**config.mk**
```make
export PLATFORM = sky130hd
export DESIGN_NAME = ipnuma_dest_table
export DESIGN_NICKNAME = d
export VERILOG_FILES = /design/src/rtl/ipnuma_dest_table.sv
export SDC_FILE = /design/constraint.sdc
export NUM_CORES = 2
export LEC_CHECK = 0
export ABC_AREA = 0
export CORE_AREA = 2 2 402 404
export CTS_BUF_LIST = sky130_fd_sc_hd__clkbuf_8
export DETAILED_ROUTE_END_ITERATION = 7
export DIE_AREA = 0 0 404 406
export HOLD_SLACK_MARGIN = 0.12
export SLEW_MARGIN = 20
export SYNTH_ARGS = -nofsm -noshare
export SYNTH_HDL_FRONTEND = slang
export SYNTH_SLANG_ARGS = --single-unit
```
**constraint.sdc**
```tcl
create_clock -name pcie_clk -period 4.9 [get_ports pcie_clk]
set_input_delay 0.98 -clock pcie_clk [delete_from_list [all_inputs] [get_ports pcie_clk]]
set_output_delay 0.98 -clock pcie_clk [all_outputs]
set_load 0.1 [all_outputs]
```
**src/rtl/ipnuma_dest_table.sv**
```systemverilog
// ipnuma_dest_table: local IPv4/MAC registers plus a NUM_ENTRY destination
// table on the PCIe slave bus, with a 2-stage physical-address lookup port.
module ipnuma_dest_table #(
   parameter  int NUM_ENTRY = 4,
   parameter  int WIN_BITS  = 28,
   parameter  int BAR_IDX   = 0,
   localparam int IW = (NUM_ENTRY > 1) ? $clog2(NUM_ENTRY) : 1
) (
   input  logic                pcie_clk,
   input  logic                sys_rst_n,
   input  logic [6:0]          slv_bar_i,
   input  logic                slv_ce_i,
   input  logic                slv_we_i,
   input  logic [18:0]         slv_adr_i,
   input  logic [15:0]         slv_dat_i,
   input  logic [1:0]          slv_sel_i,
   output logic [15:0]         slv_dat_o,
   output logic [31:0]         if_v4addr,
   output logic [47:0]         if_macaddr,
   input  logic                lkup_req,
   input  logic [47:0]         lkup_paddr,
   output logic                lkup_ack,
   output logic                lkup_hit,
   output logic [IW-1:0]       lkup_idx,
   output logic [31:0]         lkup_v4addr,
   output logic [47:0]         lkup_macaddr,
   output logic [WIN_BITS-1:0] lkup_offset
);

   function automatic logic [15:0] bmerge(logic [15:0] old,
                                          logic [15:0] d,
                                          logic [1:0]  s);
      return {s[1] ? d[15:8] : old[15:8], s[0] ? d[7:0] : old[7:0]};
   endfunction

   logic [8:0]    adr;
   logic          acc, wr, rd;
   logic [5:0]    blk;
   logic          ent_map;
   logic [IW-1:0] eidx;
   logic          miss_clr;
   logic          unused_ok;

   assign adr       = slv_adr_i[8:0];
   assign acc       = slv_bar_i[BAR_IDX] & slv_ce_i;
   assign wr        = acc & slv_we_i;
   assign rd        = acc & ~slv_we_i;
   assign blk       = adr[8:3] - 6'd2;
   assign ent_map   = (adr[8:3] >= 6'd2) && (blk < 6'(NUM_ENTRY));
   assign eidx      = blk[IW-1:0];
   assign miss_clr  = wr && (adr == 9'h00A);
   assign unused_ok = ^{slv_adr_i[18:9], slv_bar_i};

   logic [31:0]          ifv4_q;
   logic [47:0]          ifmac_q;
   logic                 en_q;
   logic [NUM_ENTRY-1:0] valid_q, valid_nxt;
   logic [15:0]          miss_q;
   logic [15:0]          rd_q;
   logic [31:0]          v4_q  [NUM_ENTRY];
   logic [47:0]          mac_q [NUM_ENTRY];
   logic [47:0]          pa_q  [NUM_ENTRY];

   logic                 s1_v;
   logic [NUM_ENTRY-1:0] s1_match, match_c;
   logic [WIN_BITS-1:0]  s1_off;
   logic [IW-1:0]        s2_idx;
   logic                 s2_hit, s2_miss;

   // Entry writes drop VALID on the same edge so a half-written entry
   // never matches; stage 2 qualifies its hit with this next-state view.
   always_comb begin
      valid_nxt = valid_q;
      if (wr && adr == 9'h008) begin
         for (int i = 0; i < NUM_ENTRY; i++)
            if (slv_sel_i[i/8]) valid_nxt[i] = slv_dat_i[i];
      end
      if (wr && ent_map && |slv_sel_i) valid_nxt[eidx] = 1'b0;
   end

   logic [15:0]  rdata;
   logic [127:0] ent_rec;

   always_comb begin
      rdata   = '0;
      ent_rec = {v4_q[eidx], mac_q[eidx], pa_q[eidx]};
      unique case (1'b1)
         adr == 9'h000: rdata = ifv4_q[31:16];
         adr == 9'h001: rdata = ifv4_q[15:0];
         adr == 9'h002: rdata = ifmac_q[47:32];
         adr == 9'h003: rdata = ifmac_q[31:16];
         adr == 9'h004: rdata = ifmac_q[15:0];
         adr == 9'h007: rdata = {8'(NUM_ENTRY), 7'd0, en_q};
         adr == 9'h008: rdata = 16'(valid_q);
         adr == 9'h00A: rdata = miss_q;
         ent_map:       rdata = ent_rec[{~adr[2:0], 4'd0} +: 16];
         default:       rdata = '0;
      endcase
   end

   assign slv_dat_o = slv_bar_i[BAR_IDX] ? rd_q : 16'd0;

   always_ff @(posedge pcie_clk) begin
      if (!sys_rst_n) begin
         ifv4_q     <= 32'h0A00_15C7;
         ifmac_q    <= 48'h0037_7600_0001;
         en_q       <= 1'b1;
         valid_q    <= '0;
         valid_q[0] <= 1'b1;
         miss_q     <= '0;
         rd_q       <= '0;
         for (int i = 0; i < NUM_ENTRY; i++) begin
            v4_q[i]  <= (i == 0) ? 32'h0A00_15FF : 32'h0;
            mac_q[i] <= (i == 0) ? 48'hFFFF_FFFF_FFFF : 48'h0;
            pa_q[i]  <= (i == 0) ? 48'h0000_D000_0000 : 48'h0;
         end
      end else begin
         valid_q <= valid_nxt;
         if (rd) rd_q <= rdata;
         if (miss_clr)
            miss_q <= '0;
         else if (s2_miss && miss_q != 16'hFFFF)
            miss_q <= miss_q + 16'd1;
         if (wr) begin
            unique case (1'b1)
               adr == 9'h000:
                  ifv4_q[31:16] <= bmerge(ifv4_q[31:16], slv_dat_i, slv_sel_i);
               adr == 9'h001:
                  ifv4_q[15:0] <= bmerge(ifv4_q[15:0], slv_dat_i, slv_sel_i);
               adr == 9'h002:
                  ifmac_q[47:32] <= bmerge(ifmac_q[47:32], slv_dat_i, slv_sel_i);
               adr == 9'h003:
                  ifmac_q[31:16] <= bmerge(ifmac_q[31:16], slv_dat_i, slv_sel_i);
               adr == 9'h004:
                  ifmac_q[15:0] <= bmerge(ifmac_q[15:0], slv_dat_i, slv_sel_i);
               adr == 9'h007:
                  if (slv_sel_i[0]) en_q <= slv_dat_i[0];
               ent_map: begin
                  case (adr[2:0])
                     3'd0: v4_q[eidx][31:16] <=
                              bmerge(v4_q[eidx][31:16], slv_dat_i, slv_sel_i);
                     3'd1: v4_q[eidx][15:0] <=
                              bmerge(v4_q[eidx][15:0], slv_dat_i, slv_sel_i);
                     3'd2: mac_q[eidx][47:32] <=
                              bmerge(mac_q[eidx][47:32], slv_dat_i, slv_sel_i);
                     3'd3: mac_q[eidx][31:16] <=
                              bmerge(mac_q[eidx][31:16], slv_dat_i, slv_sel_i);
                     3'd4: mac_q[eidx][15:0] <=
                              bmerge(mac_q[eidx][15:0], slv_dat_i, slv_sel_i);
                     3'd5: pa_q[eidx][47:32] <=
                              bmerge(pa_q[eidx][47:32], slv_dat_i, slv_sel_i);
                     3'd6: pa_q[eidx][31:16] <=
                              bmerge(pa_q[eidx][31:16], slv_dat_i, slv_sel_i);
                     default: pa_q[eidx][15:0] <=
                              bmerge(pa_q[eidx][15:0], slv_dat_i, slv_sel_i);
                  endcase
               end
               default: ;
            endcase
         end
      end
   end

   always_comb begin
      for (int i = 0; i < NUM_ENTRY; i++)
         match_c[i] = en_q & valid_q[i] &
                      (lkup_paddr[47:WIN_BITS] == pa_q[i][47:WIN_BITS]);
   end

   // Lowest matching index wins.
   always_comb begin
      s2_idx = '0;
      for (int i = NUM_ENTRY - 1; i >= 0; i--)
         if (s1_match[i]) s2_idx = IW'(i);
      s2_hit = (|s1_match) & valid_nxt[s2_idx];
   end

   assign s2_miss = s1_v & ~s2_hit;

   always_ff @(posedge pcie_clk) begin
      if (!sys_rst_n) begin
         if_v4addr    <= 32'h0A00_15C7;
         if_macaddr   <= 48'h0037_7600_0001;
         s1_v         <= 1'b0;
         s1_match     <= '0;
         s1_off       <= '0;
         lkup_ack     <= 1'b0;
         lkup_hit     <= 1'b0;
         lkup_idx     <= '0;
         lkup_v4addr  <= '0;
         lkup_macaddr <= '0;
         lkup_offset  <= '0;
      end else begin
         if_v4addr  <= ifv4_q;
         if_macaddr <= ifmac_q;
         s1_v       <= lkup_req;
         if (lkup_req) begin
            s1_match <= match_c;
            s1_off   <= lkup_paddr[WIN_BITS-1:0];
         end
         lkup_ack <= s1_v;
         if (s1_v) begin
            lkup_hit     <= s2_hit;
            lkup_idx     <= s2_hit ? s2_idx : '0;
            lkup_v4addr  <= s2_hit ? v4_q[s2_idx] : 32'h0;
            lkup_macaddr <= s2_hit ? mac_q[s2_idx] : 48'h0;
            lkup_offset  <= s1_off;
         end
      end
   end

endmodule

```
==> impl_metrics.xml <==
<?xml version="1.0" encoding="UTF-8"?>
<metrics>
  <group name="cts">
    <metric name="clockBufferDepth" unit="">3</metric>
    <metric name="insertion_delay" unit="ns">0.86</metric>
    <metric name="cts_root_buffer" unit="">clkbuf_8</metric>
    <metric name="htree_levels" unit="">4</metric>
    <metric name="worst_setup_hold_path_clk_slew" unit="ns">0.07</metric>
    <metric name="cts-hold-fix-buffers" unit="">0</metric>
    <metric name="cts.sink_count" unit="">854</metric>
    <metric name="clock_tree_from_tritoncts" unit="">yes</metric>
    <metric name="cts_post_setup_buffers_inserted" unit="">0</metric>
    <metric name="numCtsBuffers" unit="">141</metric>
    <metric name="post_cts_resized" unit="">0</metric>
  </group>
  <group name="drt">
    <metric name="vias_per_cell" unit="">4.87</metric>
    <metric name="routedWlPerCell" unit="um">23.0</metric>
    <metric name="num_vias" unit="">28700</metric>
    <metric name="detailed_routing_iteration_count_for_the_pre_antenna_repair_pass" unit="">6</metric>
    <metric name="route.final.wire_length" unit="um">135000</metric>
    <metric name="drt_drc_violations_left" unit="">0</metric>
    <metric name="final_antenna_net_count" unit="">0</metric>
    <metric name="drtIter0Drc" unit="">3003</metric>
  </group>
  <group name="global_routing">
    <metric name="grt_remaining_overflow" unit="">0</metric>
    <metric name="first_global_vias" unit="">28300</metric>
    <metric name="gr-usage-all-layers" unit="%">16.1</metric>
    <metric name="grt_pass1_wl" unit="um">194000</metric>
    <metric name="grt_antenna_before_repair" unit="">7</metric>
    <metric name="grt_start_max_net_pins" unit="">105</metric>
  </group>
  <group name="synth">
    <metric name="number_of_enable_flip_flop_cells_after_synthesis" unit="">512</metric>
    <metric name="syn_nets" unit="">3462</metric>
    <metric name="ys_warn_count" unit="">0</metric>
    <metric name="synth_cell_types" unit="">61</metric>
    <metric name="dominantRegCellSynth" unit="">edfxtp_1</metric>
    <metric name="synth_top_area_share" unit="%">38.8</metric>
    <metric name="syn_area" unit="um2">39600</metric>
    <metric name="yosysSeqAreaShare" unit="%">56.1</metric>
    <metric name="netlist_top_cells_area" unit="">edfxtp_1 39%, dfxtp_1 17%, mux4_2 14%</metric>
    <metric name="synthArstFlopShare" unit="%">0</metric>
    <metric name="synth_largest_area_cell" unit="">edfxtp_1</metric>
    <metric name="synth-seq-cells" unit="">854</metric>
    <metric name="synth_area_per_cell" unit="um2">11.8</metric>
    <metric name="synth_cells" unit="">3362</metric>
  </group>
  <group name="setup_path">
    <metric name="cp.arrival" unit="ns">4.16</metric>
    <metric name="regToRegEndpoint" unit="">miss_q[9]</metric>
    <metric name="critPathCapture" unit="">mac_q[3][6]</metric>
    <metric name="startpoint_type" unit="">input port</metric>
    <metric name="r2r.worst_path.cells" unit="">7</metric>
    <metric name="reg2reg_slack" unit="ns">2.26</metric>
    <metric name="cp-startpoint" unit="">slv_bar_i[0]</metric>
    <metric name="crit_path_kind" unit="">in -&gt; reg</metric>
    <metric name="required" unit="ns">5.44</metric>
    <metric name="timing.critical_path.fanout_max" unit="">19</metric>
    <metric name="end_kind" unit="">register</metric>
    <metric name="regToRegStartpoint" unit="">s1_match[0]</metric>
  </group>
  <group name="layout">
    <metric name="layout.cells.most_common_list" unit="">512 x edfxtp_1, 483 x nand2_1, 431 x nor2_1</metric>
    <metric name="layout-area-overhead-vs-synth" unit="%">21.2</metric>
    <metric name="ratio_of_cells_with_drive_above_1_in_the_final_layout" unit="%">16.7</metric>
    <metric name="finalNetCount" unit="">3787</metric>
    <metric name="final_common_cell" unit="">edfxtp_1</metric>
    <metric name="final_cell_count_no_fill" unit="">5896</metric>
  </group>
  <group name="floorplan">
    <metric name="core" unit="um2">160000</metric>
    <metric name="count_of_pins_on_the_block_boundary" unit="">305</metric>
    <metric name="floorplan.rows" unit="">147</metric>
    <metric name="die_boundary_width" unit="um">404</metric>
    <metric name="dieArea" unit="um2">164000</metric>
    <metric name="fp.dieH" unit="um">406</metric>
    <metric name="starting_utilization_of_the_core_area" unit="%">24.8</metric>
  </group>
  <group name="timing">
    <metric name="report.final.slew_viol_count" unit="">0</metric>
    <metric name="timing.clock.skew" unit="ns">0.0437</metric>
    <metric name="final.min_clock_period" unit="ns">3.61</metric>
    <metric name="slew-limit-headroom" unit="%">22.1</metric>
    <metric name="final.period_utilization" unit="%">73.7</metric>
    <metric name="hold_violations" unit="">0</metric>
    <metric name="setup_violations" unit="">0</metric>
    <metric name="setup_repair_after_global_routing_missed_its_margin" unit="">false</metric>
    <metric name="accumulated_negative_setup_slack" unit="ns">0</metric>
    <metric name="transition_time_of_the_tightest_slew_check_pin" unit="ns">1.16</metric>
    <metric name="max_freq" unit="MHz">277</metric>
  </group>
  <group name="power_and_ir_drop">
    <metric name="power_leakage" unit="nW">17.4</metric>
    <metric name="power.ir.vdd_worst" unit="V">0.000286</metric>
    <metric name="pwr_density_cell" unit="nW/um2">323</metric>
  </group>
  <group name="placement">
    <metric name="post-dp-hpwl" unit="um">92200</metric>
    <metric name="finalWeightedCongestion" unit="">0.889</metric>
    <metric name="port_buffers" unit="">288</metric>
    <metric name="numPlacedInstances" unit="">5630</metric>
  </group>
  <group name="run">
    <metric name="drv_cap" unit="">0</metric>
  </group>
  <group name="outcome">
    <metric name="outcome" unit="">complete, no violations</metric>
  </group>
  <group name="min_path">
    <metric name="hold_path_class" unit="">reg -&gt; reg</metric>
  </group>
</metrics>
==> flip-flops by register name, indices dropped and copies added, names as in the netlist <==
signal	flops
ifmac_q	48
s1_v	1
en_q	1
miss_q	16
rd_q	16
mac_q	192
lkup_hit	1
lkup_idx	2
lkup_v4addr	32
v4_q	128
s1_off	28
ifv4_q	32
valid_q	4
if_macaddr	48
lkup_offset	28
pa_q	192
lkup_macaddr	48
lkup_ack	1
if_v4addr	32
s1_match	4
==> through the flow <==
step / total power (W) / util [%] / instance area (um2) / hold WS, ns / setup WS [ns]
floorplan: 0.00871 / - / 39600 / 0.432 / 0.531
global placement: 0.00927 / 28.3 / 45300 / 0.453 / 0.587
detailed placement: 0.00929 / 28.3 / 45300 / 0.458 / 0.474
CTS: 0.0157 / 30.1 / 48100 / 0.403 / 1.36
global route: 0.0160 / 30.1 / 48000 / 0.456 / 1.10
finish: 0.0155 / 30.1 / 48000 / 0.468 / 1.29
==> layer usage <==
layer / vias to the layer above / routed length [um] / GRT usage [%]
met2: 1384 / 62400 / 25.5
met5: - / 43 / 0
met4: 6 / 5690 / 6.85
met1: 14400 / 53900 / 20.7
met3: 261 / 13300 / 4.35
li1: 12700 / - / -
==> critical path: stages <==
cell,delay (ns)
clkdlybuf4s50_1,0.83
and3_1,0.45
nand4_4,0.19
nand2_1,0.16
and3_1,0.60
nand2_1,0.18
o21ai_1,0.50
buf_12,0.23
==> cell usage after synthesis, types with 4 or more instances <==
cell	number
a21o_1	201
a21oi_1	146
a222oi_1	12
a22oi_1	34
and2_1	87
and3_1	9
buf_1	16
buf_2	58
clkbuf_1	163
dfxtp_1	342
edfxtp_1	512
inv_1	128
mux2i_1	108
mux4_2	240
nand2_1	483
nand2b_1	101
nand3_1	59
nand4_1	23
nor2_1	431
nor2b_1	4
nor3_1	4
nor4_1	13
o2111ai_1	15
o211a_1	15
o21ai_0	19
or4_1	4
xnor2_1	48
xor2_1	32
==> logic make-up after synthesis <==
logic type,Yosys count,share of synthesized area (%)
DFF,854,56.1
AOI/OAI and AO/OA,465,8.06
xor gates and xnor gates,80,1.77
adders and majority gates,3,0.0947
and+or+nand+nor,1239,13.8
muxes,349,16.4
buffers and inverters,372,3.76
==> worst min-delay path by stage <==
| stage | from | to | cells past startpoint |
|---|---|---|---|
| global placement | lkup_macaddr[5] | lkup_macaddr[5] | 2 |
| finish | ifmac_q[7] | ifmac_q[7] | 2 |
| detailed placement | lkup_v4addr[6] | lkup_v4addr[6] | 2 |
| CTS | sys_rst_n | if_macaddr[9] | 2 |
| global route | sys_rst_n | if_macaddr[9] | 2 |
| floorplan | ifv4_q[25] | if_v4addr[25] | 1 |
==> power breakdown <==
part           switching [W]  internal (W)  total (W)
logic               0.000814      0.000479    0.00129
clock network        0.00309       0.00330    0.00638
registers          0.0000948       0.00776    0.00786
==> layout make-up <==
class / instances / area (um2)
Fill cell: 16400 / 112000
Sequential cell: 854 / 22200
Tap cell: 2086 / 2610
Clock buffer: 150 / 2060
Antenna cell: 5 / 12.5
Inverter: 131 / 498
Clock inverter: 111 / 749
Timing Repair Buffer: 423 / 3950
Multi-Input combinational cell: 2136 / 15900
Power figures use the tool's default switching activity.
